--- config.mk ---
export PLATFORM = sky130hd
export DESIGN_NAME = seg_scan_decoder
export DESIGN_NICKNAME = d
export VERILOG_FILES = /design/src/rtl/seg_scan_pkg.sv /design/src/rtl/seg_dwell_detector.sv /design/src/rtl/seg_scan_decoder.sv
export SDC_FILE = /design/constraint.sdc
export NUM_CORES = 1
export LEC_CHECK = 0
export CAP_MARGIN = 0
export CELL_PAD_IN_SITES_DETAIL_PLACEMENT = 0
export CELL_PAD_IN_SITES_GLOBAL_PLACEMENT = 2
export CORE_MARGIN = 3
export CORE_UTILIZATION = 40
export CTS_BUF_LIST = sky130_fd_sc_hd__clkbuf_16
export DETAILED_ROUTE_END_ITERATION = 10
export GPL_ROUTABILITY_DRIVEN = 1
export PLACE_DENSITY = 0.79
export SYNTH_ARGS = -nofsm -noshare
export SYNTH_HDL_FRONTEND = slang
export SYNTH_SLANG_ARGS = --single-unit
export TNS_END_PERCENT = 50
--- constraint.sdc ---
create_clock -name clk -period 5.75 [get_ports clk]
set_input_delay 1.4375 -clock clk [delete_from_list [all_inputs] [get_ports clk]]
set_output_delay 1.4375 -clock clk [all_outputs]
set_load 0.03 [all_outputs]
--- src/rtl/seg_scan_pkg.sv ---
// Shared types, seven-segment pattern constants and the pattern-to-nibble decoder.
// Latency: combinational helpers only.
// Backpressure: not applicable.
package seg_scan_pkg;

    typedef logic [6:0] seg_pattern_t;

    typedef enum logic [1:0] {
        ST_IDLE  = 2'd0,
        ST_TRACK = 2'd1,
        ST_HOLD  = 2'd2
    } dwell_state_t;

    // Active-low patterns, bit order {A,B,C,D,E,F,G} with A as MSB.
    localparam seg_pattern_t SEG_0 = 7'h01;
    localparam seg_pattern_t SEG_1 = 7'h4F;
    localparam seg_pattern_t SEG_2 = 7'h12;
    localparam seg_pattern_t SEG_3 = 7'h06;
    localparam seg_pattern_t SEG_4 = 7'h4C;
    localparam seg_pattern_t SEG_5 = 7'h24;
    localparam seg_pattern_t SEG_6 = 7'h20;
    localparam seg_pattern_t SEG_7 = 7'h0F;
    localparam seg_pattern_t SEG_8 = 7'h00;
    localparam seg_pattern_t SEG_9 = 7'h04;
    localparam seg_pattern_t SEG_A = 7'h08;
    localparam seg_pattern_t SEG_B = 7'h60;
    localparam seg_pattern_t SEG_C = 7'h31;
    localparam seg_pattern_t SEG_D = 7'h42;
    localparam seg_pattern_t SEG_E = 7'h30;
    localparam seg_pattern_t SEG_F = 7'h38;

    // Returns {err, nibble}; unknown patterns decode to nibble 0 with err set.
    function automatic logic [4:0] seg_to_nibble(input seg_pattern_t pat);
        logic [4:0] res;
        case (pat)
            SEG_0:   res = 5'h00;
            SEG_1:   res = 5'h01;
            SEG_2:   res = 5'h02;
            SEG_3:   res = 5'h03;
            SEG_4:   res = 5'h04;
            SEG_5:   res = 5'h05;
            SEG_6:   res = 5'h06;
            SEG_7:   res = 5'h07;
            SEG_8:   res = 5'h08;
            SEG_9:   res = 5'h09;
            SEG_A:   res = 5'h0A;
            SEG_B:   res = 5'h0B;
            SEG_C:   res = 5'h0C;
            SEG_D:   res = 5'h0D;
            SEG_E:   res = 5'h0E;
            SEG_F:   res = 5'h0F;
            default: res = 5'h10;
        endcase
        return res;
    endfunction

endpackage

--- src/rtl/seg_dwell_detector.sv ---
// Synchronises the scanned lines and emits one capture pulse per stable single-anode dwell.
// Latency: capture pulse STABLE_CYCLES+2 clocks after the lines settle.
// Backpressure: none; captures are fire-and-forget pulses.
module seg_dwell_detector
    import seg_scan_pkg::*;
#(
    parameter int STABLE_CYCLES = 4
) (
    input  logic         clk,
    input  logic         rst_n,
    input  seg_pattern_t seg,
    input  logic         dp,
    input  logic [7:0]   an,
    output logic         cap_vld,
    output logic [2:0]   cap_idx,
    output seg_pattern_t cap_seg,
    output logic         cap_dp
);

    localparam logic [7:0] STABLE_LIM = 8'(STABLE_CYCLES);

    logic [15:0]  sync1;
    logic [15:0]  sync2;
    logic [15:0]  prev;
    dwell_state_t state;
    dwell_state_t state_nxt;
    logic [7:0]   cnt;
    logic [7:0]   cnt_nxt;
    logic         do_cap;
    logic [7:0]   nan;
    logic         single;
    logic         same;
    logic [2:0]   idx;

    // Two-flop synchroniser plus a one-cycle history for change detection.
    always_ff @(posedge clk or negedge rst_n) begin
        if (!rst_n) begin
            sync1 <= '0;
            sync2 <= '0;
            prev  <= '0;
        end else begin
            sync1 <= {seg, dp, an};
            sync2 <= sync1;
            prev  <= sync2;
        end
    end

    // Single-anode detection and digit index from the synchronised anodes.
    always_comb begin
        nan    = ~sync2[7:0];
        single = (nan != 8'd0) && ((nan & (nan - 8'd1)) == 8'd0);
        same   = (sync2 == prev);
        idx    = 3'd0;
        for (int i = 0; i < 8; i++) begin
            if (nan[i]) idx = 3'(i);
        end
    end

    // Next-state logic; the capture fires on the edge where the count reaches the limit.
    always_comb begin
        state_nxt = state;
        cnt_nxt   = cnt;
        do_cap    = 1'b0;
        case (state)
            ST_IDLE: begin
                if (single) begin
                    cnt_nxt   = 8'd1;
                    state_nxt = ST_TRACK;
                end
            end
            ST_TRACK: begin
                if (same) begin
                    cnt_nxt = cnt + 8'd1;
                end else if (single) begin
                    cnt_nxt = 8'd1;
                end else begin
                    state_nxt = ST_IDLE;
                end
            end
            ST_HOLD: begin
                if (!same) begin
                    cnt_nxt   = 8'd1;
                    state_nxt = single ? ST_TRACK : ST_IDLE;
                end
            end
            default: state_nxt = ST_IDLE;
        endcase
        if (state_nxt == ST_TRACK && cnt_nxt == STABLE_LIM) begin
            do_cap    = 1'b1;
            state_nxt = ST_HOLD;
        end
    end

    // State, dwell counter and registered capture outputs.
    always_ff @(posedge clk or negedge rst_n) begin
        if (!rst_n) begin
            state   <= ST_IDLE;
            cnt     <= '0;
            cap_vld <= 1'b0;
            cap_idx <= '0;
            cap_seg <= '0;
            cap_dp  <= 1'b0;
        end else begin
            state   <= state_nxt;
            cnt     <= cnt_nxt;
            cap_vld <= do_cap;
            if (do_cap) begin
                cap_idx <= idx;
                cap_seg <= sync2[15:9];
                cap_dp  <= sync2[8];
            end
        end
    end

endmodule

--- src/rtl/seg_scan_decoder.sv ---
// Decodes a scanned 8-digit seven-segment display back into frames; SEG_SCAN_TIMEOUT_EN adds a stale watchdog.
// Latency: frame_valid one clock after the eighth digit's capture pulse.
// Backpressure: frame held until frame_valid & frame_ready; a frame completing while one is pending is dropped and flags overrun.
module seg_scan_decoder
    import seg_scan_pkg::*;
#(
    parameter int STABLE_CYCLES = 4
`ifdef SEG_SCAN_TIMEOUT_EN
    ,
    parameter int TIMEOUT_CYCLES = 1_000_000
`endif
) (
    input  logic         clk,
    input  logic         rst_n,
    input  seg_pattern_t seg,
    input  logic         dp,
    input  logic [7:0]   an,
    output logic [31:0]  frame_digits,
    output logic [7:0]   frame_dp,
    output logic [7:0]   frame_err,
    output logic         frame_valid,
    input  logic         frame_ready,
    output logic         overrun
`ifdef SEG_SCAN_TIMEOUT_EN
    ,
    output logic         stale
`endif
);

    logic         cap_vld;
    logic [2:0]   cap_idx;
    seg_pattern_t cap_seg;
    logic         cap_dp;

    logic [31:0]  work_digits;
    logic [31:0]  work_digits_nxt;
    logic [7:0]   work_dp;
    logic [7:0]   work_dp_nxt;
    logic [7:0]   work_err;
    logic [7:0]   work_err_nxt;
    logic [7:0]   seen;
    logic [7:0]   seen_nxt;
    logic [4:0]   dec;
    logic         complete;
    logic         handshake;
    logic         wd_fire;

    seg_dwell_detector #(
        .STABLE_CYCLES(STABLE_CYCLES)
    ) u_dwell (
        .clk     (clk),
        .rst_n   (rst_n),
        .seg     (seg),
        .dp      (dp),
        .an      (an),
        .cap_vld (cap_vld),
        .cap_idx (cap_idx),
        .cap_seg (cap_seg),
        .cap_dp  (cap_dp)
    );

    // Merge the current capture into the working frame so completion can copy it directly.
    always_comb begin
        dec             = seg_to_nibble(cap_seg);
        work_digits_nxt = work_digits;
        work_dp_nxt     = work_dp;
        work_err_nxt    = work_err;
        seen_nxt        = seen;
        if (cap_vld) begin
            work_digits_nxt[{cap_idx, 2'b00} +: 4] = dec[3:0];
            work_dp_nxt[cap_idx]                   = ~cap_dp;
            work_err_nxt[cap_idx]                  = dec[4];
            seen_nxt[cap_idx]                      = 1'b1;
        end
        complete  = cap_vld && (seen_nxt == 8'hFF);
        handshake = frame_valid && frame_ready;
    end

`ifdef SEG_SCAN_TIMEOUT_EN
    logic [31:0] wd_cnt;

    assign wd_fire = !cap_vld && (wd_cnt == 32'(TIMEOUT_CYCLES - 1));

    // Watchdog: clocks since the last capture; expiry drops the partial frame.
    always_ff @(posedge clk or negedge rst_n) begin
        if (!rst_n) begin
            wd_cnt <= '0;
            stale  <= 1'b0;
        end else if (cap_vld) begin
            wd_cnt <= '0;
            stale  <= 1'b0;
        end else if (wd_fire) begin
            wd_cnt <= '0;
            stale  <= 1'b1;
        end else begin
            wd_cnt <= wd_cnt + 32'd1;
            stale  <= 1'b0;
        end
    end
`else
    assign wd_fire = 1'b0;
`endif

    // Working frame, seen mask, frame output register and handshake/overrun tracking.
    always_ff @(posedge clk or negedge rst_n) begin
        if (!rst_n) begin
            work_digits  <= '0;
            work_dp      <= '0;
            work_err     <= '0;
            seen         <= '0;
            frame_digits <= '0;
            frame_dp     <= '0;
            frame_err    <= '0;
            frame_valid  <= 1'b0;
            overrun      <= 1'b0;
        end else begin
            work_digits <= work_digits_nxt;
            work_dp     <= work_dp_nxt;
            work_err    <= work_err_nxt;
            if (complete || wd_fire) begin
                seen <= '0;
            end else begin
                seen <= seen_nxt;
            end
            if (complete && (!frame_valid || handshake)) begin
                frame_digits <= work_digits_nxt;
                frame_dp     <= work_dp_nxt;
                frame_err    <= work_err_nxt;
                frame_valid  <= 1'b1;
            end else if (complete) begin
                overrun <= 1'b1;
            end else if (handshake) begin
                frame_valid <= 1'b0;
            end
        end
    end

endmodule

==> impl_metrics.ini <==
[hold_path]
min_delay_path_depth = 0
hp-class = reg -> reg

[route]
num_vias = 4591
drc = 0
via_per_inst = 5.182
dr.pass1.iters = 4
postRouteAntennaNets = 0
wire_per_inst_um = 17.11
drt-total-wl_um = 15160
initialDrtViolationCount = 232

[cts]
cts_tree = done
clock_path_buffers = 2
path_clk_slew_ns = 0.06
cts_setup_buffers = 0
numCtsBuffers = 17
ctsResizeCount = 0
cts_htree_levels = 4
cts-root-buf = clkbuf_16
clock_sinks = 176
clk-insertion-delay-late_ns = 0.42
cts_hold_buffers = 0

[floorplan]
die_x_um = 141.0
io_pins = 69
coreArea_um2 = 17600
die_h_um = 141.0
start_util_pct = 41.44
die_area_um2 = 19890
rows = 48

[place]
hpwl_um = 10380
placed_cells = 854
gp_congestion = 0.8164
dp_slack_ns = 2.280
dpl-instance-area_um2 = 8170
portBuffers = 68

[finish]
drive_above_1_share_pct = 16.79
regArea_um2 = 4404
n_antenna_cell = 0
layout_commonest_cell = dfrtp_1
final_area_um2 = 8767
finalNetCount = 673
multi_input_area_um2 = 2716
final_util_pct = 49.82
stdcell_count = 886
area_growth_pct = 20.23
fillers = 1531
final_cell_mix = dfrtp_1, clkdlybuf4s50_1, nand2_1

[job]
maxCapViolCount = 0

[timing]
setup_ws_ns = 2.433
hold_viol_final = 0
tightest_slew_ns = 1.158
fin_setup_tns_ns = 0
fmax_ghz = 0.3014
final.period_utilization_pct = 57.69
fin_skew_ns = 0.01177
relSlewSlack_pct = 22.52
setup_viol_count_final = 0
final_max_slew_viol_count = 0
rsz0062_at_grt = no
fin_crit_ns = 3.317

[synth]
avgSynthCellArea_um2 = 12.55
netlist_top_cells_area = dfrtp_1, mux2_2, mux2_1
ys_async_sr_fraction_pct = 100.0
synth_top_cell_area_share_pct = 60.40
yosysTopAreaCell = dfrtp_1
synth_edf_count = 0
yosys_warnings = 0
ys_ff_latch = 176
netlist_instances = 581
synth_area_um2 = 7292
syn_nets = 606
synth.distinct_cells = 66
ys_seq_area_share_pct = 60.40
synthFlopType = dfrtp_1

[global_route]
grt_pass1_wl_um = 25290
track_usage_pct = 15.98
grt_pass1_vias = 4823
grt_max_degree = 100
grt_overflow = 0
antenna_found_initial = 0

[setup_path]
crit_arrival_ns = 3.62
crit_path_start_kind = flop
r2r_cells = 8
cp_max_fo = 16
worstSetupPathType = reg -> reg
end_kind = flop
crit_required_ns = 6.05

[pwr]
peakVddDrop_uv = 196.9
pwr_density_cell_nw_per_um2 = 285.9
p_leak_nw = 4.099

[run_status]
outcome = finished clean
[report_power, final]
group          switching, mW  internal (mW)  leakage (nW)
logic                 0.0431         0.0279          1.46
registers             0.0174           1.26          2.35
clock network          0.506          0.656         0.295
[flip-flops by register name, summed over array words and instances (netlist names)]
register         count
frame_dp             8
frame_digits        32
u_dwell.cnt          8
seen                 8
work_dp              8
u_dwell.sync2       16
overrun              1
work_err             8
frame_valid          1
u_dwell.cap_vld      1
u_dwell.cap_seg      7
u_dwell.cap_dp       1
frame_err            8
u_dwell.sync1       16
work_digits         32
u_dwell.prev        16
u_dwell.cap_idx      3
u_dwell.state        2
[through the flow]
step | hold WS [ns] | power, mW
6_report | 0.3490 | 2.507
5_1_grt | 0.3563 | 2.604
4_1_cts | 0.3514 | 2.541
3_5_place_dp | 0.3364 | 1.372
3_3_place_gp | 0.3331 | 1.369
2_1_floorplan | 0.3312 | 1.322
[synth_stat cells, types with 2 or more instances]
library cell and n:
ha_1 6, a21oi_1 16, o31ai_1 5, nand2_1 58
a211o_1 2, o21a_1 2, xor2_1 16, a41oi_1 2
mux2i_1 4, nor4_2 2, nor3_1 14, nor4b_1 2
mux2_2 56, nand2b_1 7, xnor2_1 4, a21o_1 2
o22ai_1 4, nor2_1 23, mux2_4 6, o22a_1 2
buf_4 2, nor4_1 4, a31oi_1 6, a21boi_0 3
mux2_1 23, a211oi_1 2, o211ai_1 3, and3_1 6
o21ai_0 28, inv_1 18, nand4_1 5, and4_1 2
clkbuf_1 15, dfrtp_1 176, and2_1 5, nor2b_1 4
buf_2 4, nand3_1 11, nor3b_1 4
[per-layer routing]
| layer | global-route usage, % | vias up | share of wire (%) |
|---|---|---|---|
| met5 | 0 | - | 0 |
| met4 | 4.640 | 0 | 1.1 |
| met3 | 3.630 | 11 | 2.7 |
| met2 | 25.71 | 63 | 49 |
| met1 | 21.86 | 2321 | 47 |
| li1 | - | 2196 | - |
[cells by family after synthesis]
| family | after synthesis | synth area share, % |
|---|---|---|
| mux | 89 | 13.98 |
| fa+ha+maj | 8 | 1.321 |
| compound gates | 92 | 8.476 |
| simple gates | 155 | 11.03 |
| buf+inv | 41 | 2.385 |
| flops | 176 | 60.40 |
| xor+xnor | 20 | 2.402 |
[layout make-up]
class	count	area share (%)
clock buffers	17	4.852
inverters	19	0.8135
flip-flops and latches	176	50.24
multi-input cells	364	30.98
well taps	225	3.211
clock inverters	15	1.955
repair buffers	70	7.949
[worst max-delay path, cell delays in order (launching register included)]
cell and delay (ns):
dfrtp_1 0.44, xor2_1 0.16, nor4_1 0.46, and4_1 0.72, nand3_2 0.30, a211o_1 0.35
and3_4 0.19, nand4b_4 0.22, mux2_1 0.36
[final timing paths]
| path | startpoint | endpoint | slack, ns |
|---|---|---|---|
| worst max-delay path | u_dwell.sync2[7] | u_dwell.cap_dp | 2.43 |
| worst min-delay path | u_dwell.sync1[8] | u_dwell.sync2[8] | 0.35 |
| worst max register to register | u_dwell.sync2[7] | u_dwell.cap_dp | 2.43 |
| worst min register to register | u_dwell.sync1[8] | u_dwell.sync2[8] | 0.35 |
| max in group asynchronous | rst_n | u_dwell.cnt[3] | 3.53 |
| min in group asynchronous | rst_n | u_dwell.cnt[6] | 1.11 |
Note: power is estimated with default switching activity, not from simulation.
